===== src/rtl/muladd_inv_if.sv =====
// muladd_inv_if: operand/result handshake bundle for the multiply-add inverse
interface muladd_inv_if #(
    parameter int DWIDTH1 = 16,
    parameter int DWIDTH2 = 16,
    parameter int DWIDTH  = 32
);
    logic               in_valid;
    logic               in_ready;
    logic [DWIDTH-1:0]  p;
    logic [DWIDTH-1:0]  c;
    logic               subtract;
    logic [DWIDTH2-1:0] b;
    logic               out_valid;
    logic               out_ready;
    logic [DWIDTH1-1:0] a;
    logic [DWIDTH-1:0]  r;
    logic               ovf;
    logic               dz;
    modport master (
        output in_valid, p, c, subtract, b, out_ready,
        input  in_ready, out_valid, a, r, ovf, dz
    );
    modport slave (
        input  in_valid, p, c, subtract, b, out_ready,
        output in_ready, out_valid, a, r, ovf, dz
    );
endinterface


===== src/rtl/muladd_inv.sv =====
// muladd_inv: recovers a from p = a*b +/- c via iterative signed restoring division
module muladd_inv #(
    parameter int DWIDTH1 = 16,
    parameter int DWIDTH2 = 16,
    parameter int DWIDTH  = 32
) (
    input logic clk,
    input logic Reset,
    muladd_inv_if.slave io
);
    localparam int CW = $clog2(DWIDTH);
    typedef enum logic [2:0] {IDLE, PREP, ITER, FIX, DONE} state_t;
    state_t state, state_nx;
    logic [DWIDTH-1:0]  p_r, c_r, div_r, dvd, dividend, q_s, rem_ext, r_s, lim;
    logic [DWIDTH2-1:0] b_r, mag_b;
    logic [DWIDTH2:0]   rem, rem_sh, diff;
    logic [CW-1:0]      cnt;
    logic               sub_r, sd, sb, dz_r, ge, q_neg, ovf_w;
    assign io.in_ready = (state == IDLE) && !Reset;
    // operand arithmetic: dividend, one shift-subtract step, and sign/overflow fix-up
    always_comb begin
        dividend = sub_r ? p_r + c_r : p_r - c_r;
        rem_sh   = {rem[DWIDTH2-1:0], dvd[DWIDTH-1]};
        diff     = rem_sh - {1'b0, mag_b};
        ge       = rem_sh >= {1'b0, mag_b};
        q_neg    = sd ^ sb;
        q_s      = q_neg ? -dvd : dvd;
        rem_ext  = {{(DWIDTH-DWIDTH2-1){1'b0}}, rem};
        r_s      = sd ? -rem_ext : rem_ext;
        lim      = DWIDTH'(1) << (DWIDTH1 - 1);
        ovf_w    = q_neg ? (dvd > lim) : (dvd >= lim);
    end
    // state register
    always_ff @(posedge clk or posedge Reset) begin
        if (Reset) state <= IDLE;
        else       state <= state_nx;
    end
    // next-state logic
    always_comb begin
        state_nx = state;
        case (state)
            IDLE:    state_nx = io.in_valid ? PREP : IDLE;
            PREP:    state_nx = ITER;
            ITER:    state_nx = (cnt == CW'(DWIDTH - 1)) ? FIX : ITER;
            FIX:     state_nx = DONE;
            DONE:    state_nx = io.out_ready ? IDLE : DONE;
            default: state_nx = IDLE;
        endcase
    end
    // datapath: capture operands, run the divider, publish and hold the result
    always_ff @(posedge clk or posedge Reset) begin
        if (Reset) begin
            {p_r, c_r, div_r, dvd, b_r, mag_b, rem, cnt, sub_r, sd, sb, dz_r} <= '0;
            io.a         <= '0;
            io.r         <= '0;
            io.ovf       <= 1'b0;
            io.dz        <= 1'b0;
            io.out_valid <= 1'b0;
        end else begin
            case (state)
                IDLE: if (io.in_valid) begin
                    p_r   <= io.p;
                    c_r   <= io.c;
                    sub_r <= io.subtract;
                    b_r   <= io.b;
                end
                PREP: begin
                    div_r <= dividend;
                    dvd   <= dividend[DWIDTH-1] ? -dividend : dividend;
                    mag_b <= b_r[DWIDTH2-1] ? -b_r : b_r;
                    sd    <= dividend[DWIDTH-1];
                    sb    <= b_r[DWIDTH2-1];
                    dz_r  <= b_r == '0;
                    rem   <= '0;
                    cnt   <= '0;
                end
                ITER: begin
                    rem <= ge ? diff : rem_sh;
                    dvd <= {dvd[DWIDTH-2:0], ge};
                    cnt <= cnt + 1'b1;
                end
                FIX: begin
                    io.a         <= dz_r ? '1 : q_s[DWIDTH1-1:0];
                    io.r         <= dz_r ? div_r : r_s;
                    io.ovf       <= !dz_r && ovf_w;
                    io.dz        <= dz_r;
                    io.out_valid <= 1'b1;
                end
                DONE: if (io.out_ready) io.out_valid <= 1'b0;
                default: ;
            endcase
        end
    end
endmodule


===== src/flat_wrapper.sv =====
// flat-port wrapper written by rule: the top's interface ports become plain ports
module muladd_inv_flat 
#(
    parameter int DWIDTH1 = 16,
    parameter int DWIDTH2 = 16,
    parameter int DWIDTH  = 32
)
  (clk, Reset, io_in_valid, io_p, io_c, io_subtract, io_b, io_out_ready, io_in_ready, io_out_valid, io_a, io_r, io_ovf, io_dz);
  muladd_inv_if #(.DWIDTH1(DWIDTH1), .DWIDTH2(DWIDTH2), .DWIDTH(DWIDTH)) io_i ();
  input logic clk;
  input logic Reset;
  input wire logic [$bits(io_i.in_valid)-1:0] io_in_valid;
  input wire logic [$bits(io_i.p)-1:0] io_p;
  input wire logic [$bits(io_i.c)-1:0] io_c;
  input wire logic [$bits(io_i.subtract)-1:0] io_subtract;
  input wire logic [$bits(io_i.b)-1:0] io_b;
  input wire logic [$bits(io_i.out_ready)-1:0] io_out_ready;
  output wire logic [$bits(io_i.in_ready)-1:0] io_in_ready;
  output wire logic [$bits(io_i.out_valid)-1:0] io_out_valid;
  output wire logic [$bits(io_i.a)-1:0] io_a;
  output wire logic [$bits(io_i.r)-1:0] io_r;
  output wire logic [$bits(io_i.ovf)-1:0] io_ovf;
  output wire logic [$bits(io_i.dz)-1:0] io_dz;
  assign io_i.in_valid = io_in_valid;
  assign io_i.p = io_p;
  assign io_i.c = io_c;
  assign io_i.subtract = io_subtract;
  assign io_i.b = io_b;
  assign io_i.out_ready = io_out_ready;
  assign io_in_ready = io_i.in_ready;
  assign io_out_valid = io_i.out_valid;
  assign io_a = io_i.a;
  assign io_r = io_i.r;
  assign io_ovf = io_i.ovf;
  assign io_dz = io_i.dz;
  muladd_inv #(.DWIDTH1(DWIDTH1), .DWIDTH2(DWIDTH2), .DWIDTH(DWIDTH)) u_core (.clk(clk), .Reset(Reset), .io(io_i));
endmodule

===== config.mk =====
export PLATFORM = sky130hd
export DESIGN_NAME = muladd_inv_flat
export DESIGN_NICKNAME = d
export VERILOG_FILES = /design/src/rtl/muladd_inv_if.sv /design/src/rtl/muladd_inv.sv /design/src/flat_wrapper.sv
export SDC_FILE = /design/constraint.sdc
export NUM_CORES = 1
export LEC_CHECK = 0
export CORE_MARGIN = 3
export CORE_UTILIZATION = 40
export DETAILED_ROUTE_END_ITERATION = 7
export PLACE_DENSITY = 0.72
export SYNTH_ARGS = -nofsm -noshare
export SYNTH_HDL_FRONTEND = slang
export SYNTH_SLANG_ARGS = --single-unit

===== constraint.sdc =====
create_clock -name clk -period 6.6 [get_ports clk]
set_input_delay 0.66 -clock clk [delete_from_list [all_inputs] [get_ports clk]]
set_output_delay 0.66 -clock clk [all_outputs]
set_load 0.01 [all_outputs]

* Yosys cells after proc, flatten, opt, wreduce, memory -nomap -nowiden
Cells that the tools add are included.
Storage, ports and cells: logic and storage cells 64, register bits after elaboration 240, bits of input ports 85
Operators by class: $add $sub $neg 8, multiplexer cells 18, equal/unequal tests 6, bitwise operators 1, reduce and logical (&&, ||, !) cells 10, $lt $le $gt $ge 3
Operators by type and width (number):
- 2-to-1 mux 32 bit | 4
- case mux 32 bit (2 select lines) | 1
- 2-to-1 mux 16 bit | 3
- case mux 17 bit (2 select lines) | 1
- adder 32 bit | 1
- >= comparator 32 x 16 -> 1 bit, second input constant | 1
- > comparator 32 x 16 -> 1 bit, second input constant | 1
- negator 16 bit | 2
- negator 17 -> 32 bit | 1
- negator 32 bit | 1
- subtractor 32 bit | 1
- >= comparator 17 x 16 -> 1 bit | 1
- 2-to-1 mux 17 bit | 1
- subtractor 17 x 16 -> 17 bit | 1
- logical NOT 16 bit | 1
- case mux 3 bit (5 select lines) | 1
- case mux 5 bit (2 select lines) | 1
- == test 3 x 2 -> 1 bit, second input constant | 2
- adder 5 x 1 -> 5 bit, second input constant | 1
- == test 5 bit, second input constant | 1
- 2-to-1 mux 1 bit | 4
- AND reduction 2 bit | 2
- nonzero test 2 bit | 2
- == test 3 x 1 -> 1 bit, second input constant | 1
- other kinds (8) | 10

* Longest topological paths before layout
Gate-level depths: netlist of the first run.
word-level depth 5, mapped depth 22, gate-level depth less buffers 20

* Worst setup path after synthesis of the first run
OpenSTA, ideal clock, no wires.
kind register -> register, from register u_core.c_r[8], to register u_core.dvd[31], slack 1358 ps, arrival time 5138 ps, buffers on the path 0, cell stages (with the launch flop) 19, cell sequence dfrtp_1 -> or4_4 -> or3_4 -> or4_1 -> or3_1 -> nor4_1 -> nor2b_1 -> a21oi_1 -> xor2_1 -> ha_1 -> nand3_1 -> nor3_1 -> nand4_1 -> o22ai_1 -> nor2_1 -> a21o_1 -> a2111o_1 -> or4_1 -> o41ai_2
On the way: word-level cells in the longest chain between the ends 5, elaborated cells on any way between the ends 6
RTL lines:
- start: declaration | line muladd_inv.sv:14 | logic [DWIDTH-1:0] p_r, c_r, div_r, dvd, dividend, q_s, rem_ext, r_s, lim;
- start signal: assignment | line muladd_inv.sv:63 | c_r <= io.c;
- subtractor 32 bit or adder 32 bit (tied branches) | line muladd_inv.sv:22 | dividend = sub_r ? p_r + c_r : p_r - c_r;
- 2-to-1 mux 32 bit (*) | line muladd_inv.sv:22
- negator 32 bit | line muladd_inv.sv:69 | dvd <= dividend[DWIDTH-1] ? -dividend : dividend;
- 2-to-1 mux 32 bit (*) | line muladd_inv.sv:69
- case mux 32 bit (2 select lines) (*) | line muladd_inv.sv:60 | case (state)
- end signal: assignment | line muladd_inv.sv:69
- end signal: assignment | line muladd_inv.sv:79 | dvd <= {dvd[DWIDTH-2:0], ge};
- end: declaration | line muladd_inv.sv:14
Every way passes the cells marked *; elsewhere a longest branch is shown, timed or not. A chain may end at the register's enable or synchronous reset.

* Worst setup path after layout of the first run
from register u_core.c_r[8], to register u_core.dvd[24]
The elaborated chain is that of the path after synthesis.

==> impl_metrics.json, run 1 <==
{
  "fin_nets": 1869,
  "fin_ws_ps": 545,
  "grt_first_pass_wirelength_um": 63400,
  "worstMarginPinSlew_ps": 1090,
  "fp-row-count": 69,
  "setup-tns-final_ps": 0,
  "cts-hold-fix-buffers": 0,
  "final-instance-count-excl-fill": 2206,
  "core_um2": 36100,
  "synth_warnings": 0,
  "synth_edf_count": 0,
  "rr_worst_depth": 18,
  "syn_area_um2": 14800,
  "syn_avg_cell_area_um2": 9.15,
  "grt_pass1_vias": 11800,
  "die_y_um": 199,
  "overflow": 0,
  "drive_above_1_share_pct": 10.8,
  "drv_slew": 0,
  "wl_per_cell_um": 17.7,
  "fmax_mhz": 165,
  "antenna_found_initial": 0,
  "crit_path_max_incr_delay_ps": 580,
  "port_buffers": 136,
  "pre_cts_slack_ps": 597,
  "routed_wl_um": 39000,
  "async_flop_share_pct": 100,
  "min_path_type": "flip-flop to flip-flop",
  "crit_buf_inv": 0,
  "mappedNetlistNets": 1766,
  "ys_ff_latch": 239,
  "finalSetupViolations": 0,
  "grtUsageTotal_pct": 19.6,
  "outcome": "complete, no violations",
  "clock-sinks": 239,
  "die_area_um2": 39400,
  "drv_cap": 0,
  "numCtsBuffers": 28,
  "firstDrtPassIters": 5,
  "cts_resized": 0,
  "cp_top_family": "simple AND/OR/NAND/NOR gates",
  "clock_skew_ps": 24.2,
  "placed_cells": 2154,
  "initial_core_util_pct": 41.1,
  "viasPerCell": 5.57,
  "worstPathRequired_ps": 7040,
  "fillers": 3373,
  "ios": 137,
  "vias": 12300,
  "rrSetupSlack_ps": 540,
  "clock_path_buffers": 3,
  "clockRootBuffer": "clkbuf_16",
  "cts_tree": "done",
  "ys.flop_type": "dfrtp_1",
  "n_antenna_cell": 0,
  "post_cts_buffers": 0,
  "worst-path-stages": 18,
  "dr.first_iter.drc_count": 905,
  "crit_fanout": 16,
  "gp_congestion": 0.910,
  "worst_setup_path_end_kind": "flip-flop",
  "period_needed_ps": 6060,
  "cp_slowest_cell": "or4_4",
  "cts_max_level": 1,
  "hold_viol": 0,
  "multiInputGateArea_um2": 8360,
  "clk_latency_ps": 560,
  "fin_crit_sh_pct": 91.7,
  "seq_area_frac_synth_pct": 40.3,
  "path_cells": "or4_4 -> or3_4 -> or4_1 -> or3_1 -> nor4_1 -> nor2_1 -> xor2_1 -> ha_1 -> a21oi_1 -> o21ai_1 -> a211oi_1 -> o21ai_0 -> o311ai_1 -> a31o_2 -> or2_1 -> nand3_1 -> nor3b_1 -> a221o_1",
  "dp_hpwl_um": 28900,
  "drc": 0,
  "rsz0062_at_grt": "no",
  "seqCellArea_um2": 5980,
  "worstSetupPathType": "flip-flop to flip-flop",
  "worstHoldPathCells": 2,
  "synthCells": 1620,
  "synth_cell_types": 97,
  "ant_nets": 0,
  "areaGrowthSynthToFinish_pct": 18.0,
  "dieWidth_um": 199,
  "startpoint_type": "flip-flop",
  "slew_headroom_pct": 26.8,
  "crit_arrival_ps": 6490,
  "grt_max_degree": 110,
  "clk_pin_slew_ps": 60
}
## state kept, by name, summed over array words and instances, names as in the netlist, 3 cells and up
name          flops
u_core.c_r       32
u_core.io.a      16
u_core.cnt        5
u_core.state      3
u_core.rem       17
u_core.p_r       32
u_core.dvd       32
u_core.div_r     31
u_core.b_r       16
u_core.io.r      32
u_core.mag_b     16
## through the flow
step	area [um^2]	hold slack, ps	util [%]
4_1_cts	17500	478	48.5
2_1_floorplan	14800	445	-
6_report	17500	474	48.5
5_1_grt	17500	495	48.5
3_3_place_gp	16600	458	46.0
3_5_place_dp	16600	464	46.0
## placed cells by master, fill, tap and decap left out, types with 5 or more instances in the layout
| master | instances |
|---|---|
| a211o_1 | 6 |
| a211oi_1 | 9 |
| a21o_1 | 25 |
| a21oi_1 | 88 |
| a22oi_1 | 29 |
| a31oi_1 | 11 |
| and2_1 | 10 |
| and3_1 | 6 |
| buf_4 | 11 |
| clkbuf_1 | 5 |
| clkbuf_16 | 28 |
| clkbuf_8 | 9 |
| clkdlybuf4s50_1 | 136 |
| clkinv_2 | 5 |
| dfrtp_1 | 239 |
| ha_1 | 59 |
| inv_1 | 45 |
| mux2_2 | 76 |
| mux2i_1 | 22 |
| nand2_1 | 220 |
| nand2b_1 | 10 |
| nand3_1 | 51 |
| nand4_1 | 10 |
| nor2_1 | 124 |
| nor2b_1 | 11 |
| nor3_1 | 36 |
| nor4_1 | 12 |
| o211ai_1 | 5 |
| o21a_1 | 8 |
| o21ai_0 | 128 |
| o21ai_1 | 19 |
| o21bai_1 | 7 |
| o31ai_1 | 16 |
| or2_2 | 10 |
| or3_1 | 21 |
| or4_1 | 5 |
| xnor2_1 | 37 |
| xor2_1 | 91 |
## layout make-up
class / instances / area share (%)
clock buffer: 42 / 4.82
timing repair buffer: 149 / 8.48
tap: 461 / 3.30
sequential: 239 / 34.2
clock inverter: 10 / 0.422
inverter: 46 / 1.01
multi-input combinational: 1259 / 47.8
## cell usage after synthesis (all sizes together), types with 6 or more instances
cell type	n	area share [%]
nand4	10	0.42
mux2i	22	1.5
a21o	25	1.3
mux2	76	5.8
a2111oi	6	0.65
or4	6	0.33
a211oi	11	0.62
nor2	126	3.2
nand2	222	5.6
clkbuf	61	1.5
nand2b	11	0.46
o21ai	148	5.0
a211o	6	0.35
nand3	52	1.8
buf	15	0.63
o31ai	16	0.81
o21bai	7	0.35
nor4	13	0.65
xnor2	37	2.2
dfrtp	239	40
a22oi	29	1.5
nor2b	11	0.46
or3	22	0.96
a21oi	91	3.1
ha	59	5.0
o21a	8	0.41
a31oi	12	0.55
and2	11	0.46
and3	6	0.25
inv	46	1.2
xor2	93	5.7
or2	12	0.52
nor3	36	1.2
## cell families (layout without fill, tap and decap cells)
group	after synthesis	after routing	share of synthesized area [%]
flip-flops	239	239	40.3
multiplexers	98	98	7.26
buffers and inverters	122	247	3.34
AO/OA/AOI/OAI	413	413	18.2
XOR/XNOR	130	130	7.86
AND/OR/NAND/NOR	557	557	17.8
adder cells (fa/ha/maj)	61	61	5.25
## worst min-delay path: cells and delay by family (launching register included)
family / cells / cell delay, ps
simple gates: 1 / 50
compound gates: 1 / 60
flops: 1 / 340
## routing by layer
metal | part of all wire (%) | wire length (um) | track usage, %
met1 | 49 | 19100 | 30.4
met5 | 0 | 0 | 0
met3 | 5.7 | 2230 | 2.47
met2 | 43 | 16900 | 29.6
met4 | 1.8 | 711 | 3.93
## worst paths after layout
check / end / start
min: u_core.io.r[2]$_DFFE_PP0P_ / u_core.io.r[2]$_DFFE_PP0P_
max: u_core.dvd[24]$_DFFE_PP0P_ / u_core.c_r[8]$_DFFE_PP0P_
max in group asynchronous: u_core.dvd[4]$_DFFE_PP0P_ / Reset
max reg2reg: u_core.dvd[24]$_DFFE_PP0P_ / u_core.c_r[8]$_DFFE_PP0P_
min reg2reg: u_core.io.r[2]$_DFFE_PP0P_ / u_core.io.r[2]$_DFFE_PP0P_
min in group asynchronous: u_core.io.out_valid$_DFFE_PP0P_ / Reset
Power of run 1 is left out: the tool's default activity adds up to more than one toggle a clock period on the data nets, which glitch-free logic cannot reach.
==> run 2, diff against run 1 <==
==> constraint.sdc (replaced) <==
create_clock -name clk -period 5.3 [get_ports clk]
set_input_delay 0.53 -clock clk [delete_from_list [all_inputs] [get_ports clk]]
set_output_delay 0.53 -clock clk [all_outputs]
set_load 0.01 [all_outputs]
==> run 2 against run 1 <==
Compared with the run above: register-to-register slack got worse by 460 ps; count of clock-buffer cells in the layout down 7; clock skew is 8.5 ps lower; via count rose by 3.4%; worst hold slack gained 0.84 ps; highest routed layer unchanged.
==> impl_metrics.json, run 2 (synthesis gave the netlist of run 1 again) <==
{
  "viasPerCell": 5.57,
  "fp-row-count": 69,
  "grt_max_degree": 163,
  "dr.first_iter.drc_count": 907,
  "cts_tree": "done",
  "worstSetupPathType": "flip-flop to flip-flop",
  "grtUsageTotal_pct": 19.9,
  "ant_nets": 0,
  "areaGrowthSynthToFinish_pct": 24.8,
  "hold_viol": 0,
  "firstDrtPassIters": 5,
  "routed_wl_um": 39800,
  "cp_slowest_cell": "or4_4",
  "drive_above_1_share_pct": 17.9,
  "grt_pass1_vias": 12200,
  "wl_per_cell_um": 17.5,
  "path_cells": "or4_4 -> or3_4 -> or4_4 -> or3_4 -> nor4_4 -> nor2b_4 -> a21oi_2 -> xor2_1 -> ha_1 -> nand3_2 -> nor3_2 -> nand4_1 -> o22ai_2 -> nor2_1 -> a21o_1 -> a2111o_1 -> buf_6 -> nor4b_4 -> mux2i_1 -> nand2_1",
  "grt_first_pass_wirelength_um": 64600,
  "port_buffers": 136,
  "initial_core_util_pct": 41.1,
  "worst_setup_path_end_kind": "flip-flop",
  "n_antenna_cell": 0,
  "die_area_um2": 39400,
  "fillers": 3274,
  "outcome": "complete, no violations",
  "final_common_cell": "dfrtp_1",
  "ios": 137,
  "finalSetupViolations": 0,
  "crit_buf_inv": 1,
  "pre_cts_slack_ps": -289,
  "fin_ws_ps": 81.0,
  "clock_path_buffers": 3,
  "core_um2": 36100,
  "clockRootBuffer": "clkbuf_16",
  "crit_fanout": 3,
  "min_path_type": "flip-flop to flip-flop",
  "die_y_um": 199,
  "seqCellArea_um2": 5980,
  "gp_congestion": 0.877,
  "fmax_mhz": 192,
  "cp_top_family": "simple AND/OR/NAND/NOR gates",
  "numCtsBuffers": 27,
  "drv_slew": 0,
  "crit_path_max_incr_delay_ps": 540,
  "final_cell_mix": "dfrtp_1 (239), nand2_1 (217), clkdlybuf4s50_1 (136), o21ai_0 (113), nor2_1 (112)",
  "rsz0062_at_grt": "yes",
  "dieWidth_um": 199,
  "multiInputGateArea_um2": 8770,
  "period_needed_ps": 5220,
  "antenna_found_initial": 0,
  "drc": 0,
  "clk_latency_ps": 560,
  "dp_hpwl_um": 29300,
  "vias": 12700,
  "cts_max_level": 1,
  "worstMarginPinSlew_ps": 1110,
  "startpoint_type": "flip-flop",
  "fin_nets": 1947,
  "worstPathRequired_ps": 5730,
  "clock_skew_ps": 15.7,
  "fin_crit_sh_pct": 98.5,
  "crit_arrival_ps": 5650,
  "drv_cap": 0,
  "clock-sinks": 239,
  "overflow": 0,
  "clk_pin_slew_ps": 60,
  "slew_headroom_pct": 25.4
}
-- run 2: changes by cell type in the layout (fill, tap and decap cells not counted), moves of 4 or more --
cell	previous run	this run
a21oi_2	3	12
buf_4	11	84
nor3_1	36	32
nor2_2	2	13
o21ai_1	19	32
a21oi_1	88	77
o21ai_0	128	113
nor2_1	124	112
buf_6	0	4
o31ai_1	16	12
clkbuf_8	9	3
nor3_2	0	4
-- run 2: worst reg2reg max path, stage by stage (launching register included) --
cell and delay (ps):
dfrtp_1 380, or4_4 540, or3_4 340, or4_4 490, or3_4 420, nor4_4 160, nor2b_4 200, a21oi_2 70
xor2_1 150, ha_1 310, nand3_2 90, nor3_2 160, nand4_1 170, o22ai_2 200, nor2_1 100, a21o_1 200
a2111o_1 430, buf_6 150, nor4b_4 260, mux2i_1 210, nand2_1 70
-- run 2: layout make-up --
cell class	count	area share, %
repair buffers	228	11.5
well taps	461	3.12
multi-input cells	1259	47.4
inverters	46	0.953
clock buffers	35	3.97
clock inverters	12	0.771
flip-flops and latches	239	32.3
-- run 2: path summary, 6_finish.rpt --
kind                                           start  slack (ps)                            to  cells past startpoint
setup / recovery           u_core.c_r[5]$_DFFE_PP0P_          80    u_core.dvd[30]$_DFFE_PP0P_                     20
hold / removal              u_core.io.dz$_DFFE_PP0P_         470      u_core.io.dz$_DFFE_PP0P_                      2
setup reg to reg           u_core.c_r[5]$_DFFE_PP0P_          80    u_core.dvd[30]$_DFFE_PP0P_                     20
hold reg to reg             u_core.io.dz$_DFFE_PP0P_         470      u_core.io.dz$_DFFE_PP0P_                      2
max in group asynchronous                      Reset        3520  u_core.div_r[15]$_DFFE_PP0P_                      4
min in group asynchronous                      Reset         580    u_core.b_r[13]$_DFFE_PP0P_                      3
-- run 2: through the flow --
| stage | util (%) | hold WS (ps) | TNS (ps) | instances | cell area (um^2) |
|---|---|---|---|---|---|
| after floorplan | - | 445 | 0 | 1620 | 14800 |
| after global placement | 47.4 | 461 | -457 | 2221 | 17100 |
| after detailed placement | 47.4 | 464 | -4140 | 2221 | 17100 |
| after CTS | 50.0 | 479 | 0 | 2270 | 18000 |
| after global routing | 51.3 | 498 | -1130 | 2280 | 18500 |
| final | 51.3 | 474 | 0 | 2280 | 18500 |
-- run 2: timing repair --
item / 4_1_cts / 5_1_grt
hold buffers: 0 / 0
gates cloned: 0 / 1
gates resized for setup: 13 / 92
setup buffers: 2 / 13
pin swaps: 1 / 33
endpoints found under the setup margin: 31 / 33
-- run 2: routing by layer --
layer / GRT usage [%] / wire, um / vias up / share of wire, %
met5: 0 / 0 / - / 0
met4: 4.61 / 732 / 0 / 1.8
met3: 2.27 / 2570 / 52 / 6.5
met2: 31.1 / 17600 / 405 / 44
met1: 29.7 / 18900 / 6122 / 47
li1: - / - / 6131 / -
Power of run 2 is left out for the same reason.
==> run 3, diff against run 2 <==
--- a/config.mk
+++ b/config.mk
@@ -9,6 +9,7 @@
 export CORE_UTILIZATION = 40
 export DETAILED_ROUTE_END_ITERATION = 7
 export PLACE_DENSITY = 0.72
+export SLEW_MARGIN = 15
 export SYNTH_ARGS = -nofsm -noshare
 export SYNTH_HDL_FRONTEND = slang
 export SYNTH_SLANG_ARGS = --single-unit
==> results of run 3 <==
Same layout as run 2: the final DEF is identical, and so are final timing and power.
Power of run 3 is left out for the same reason.
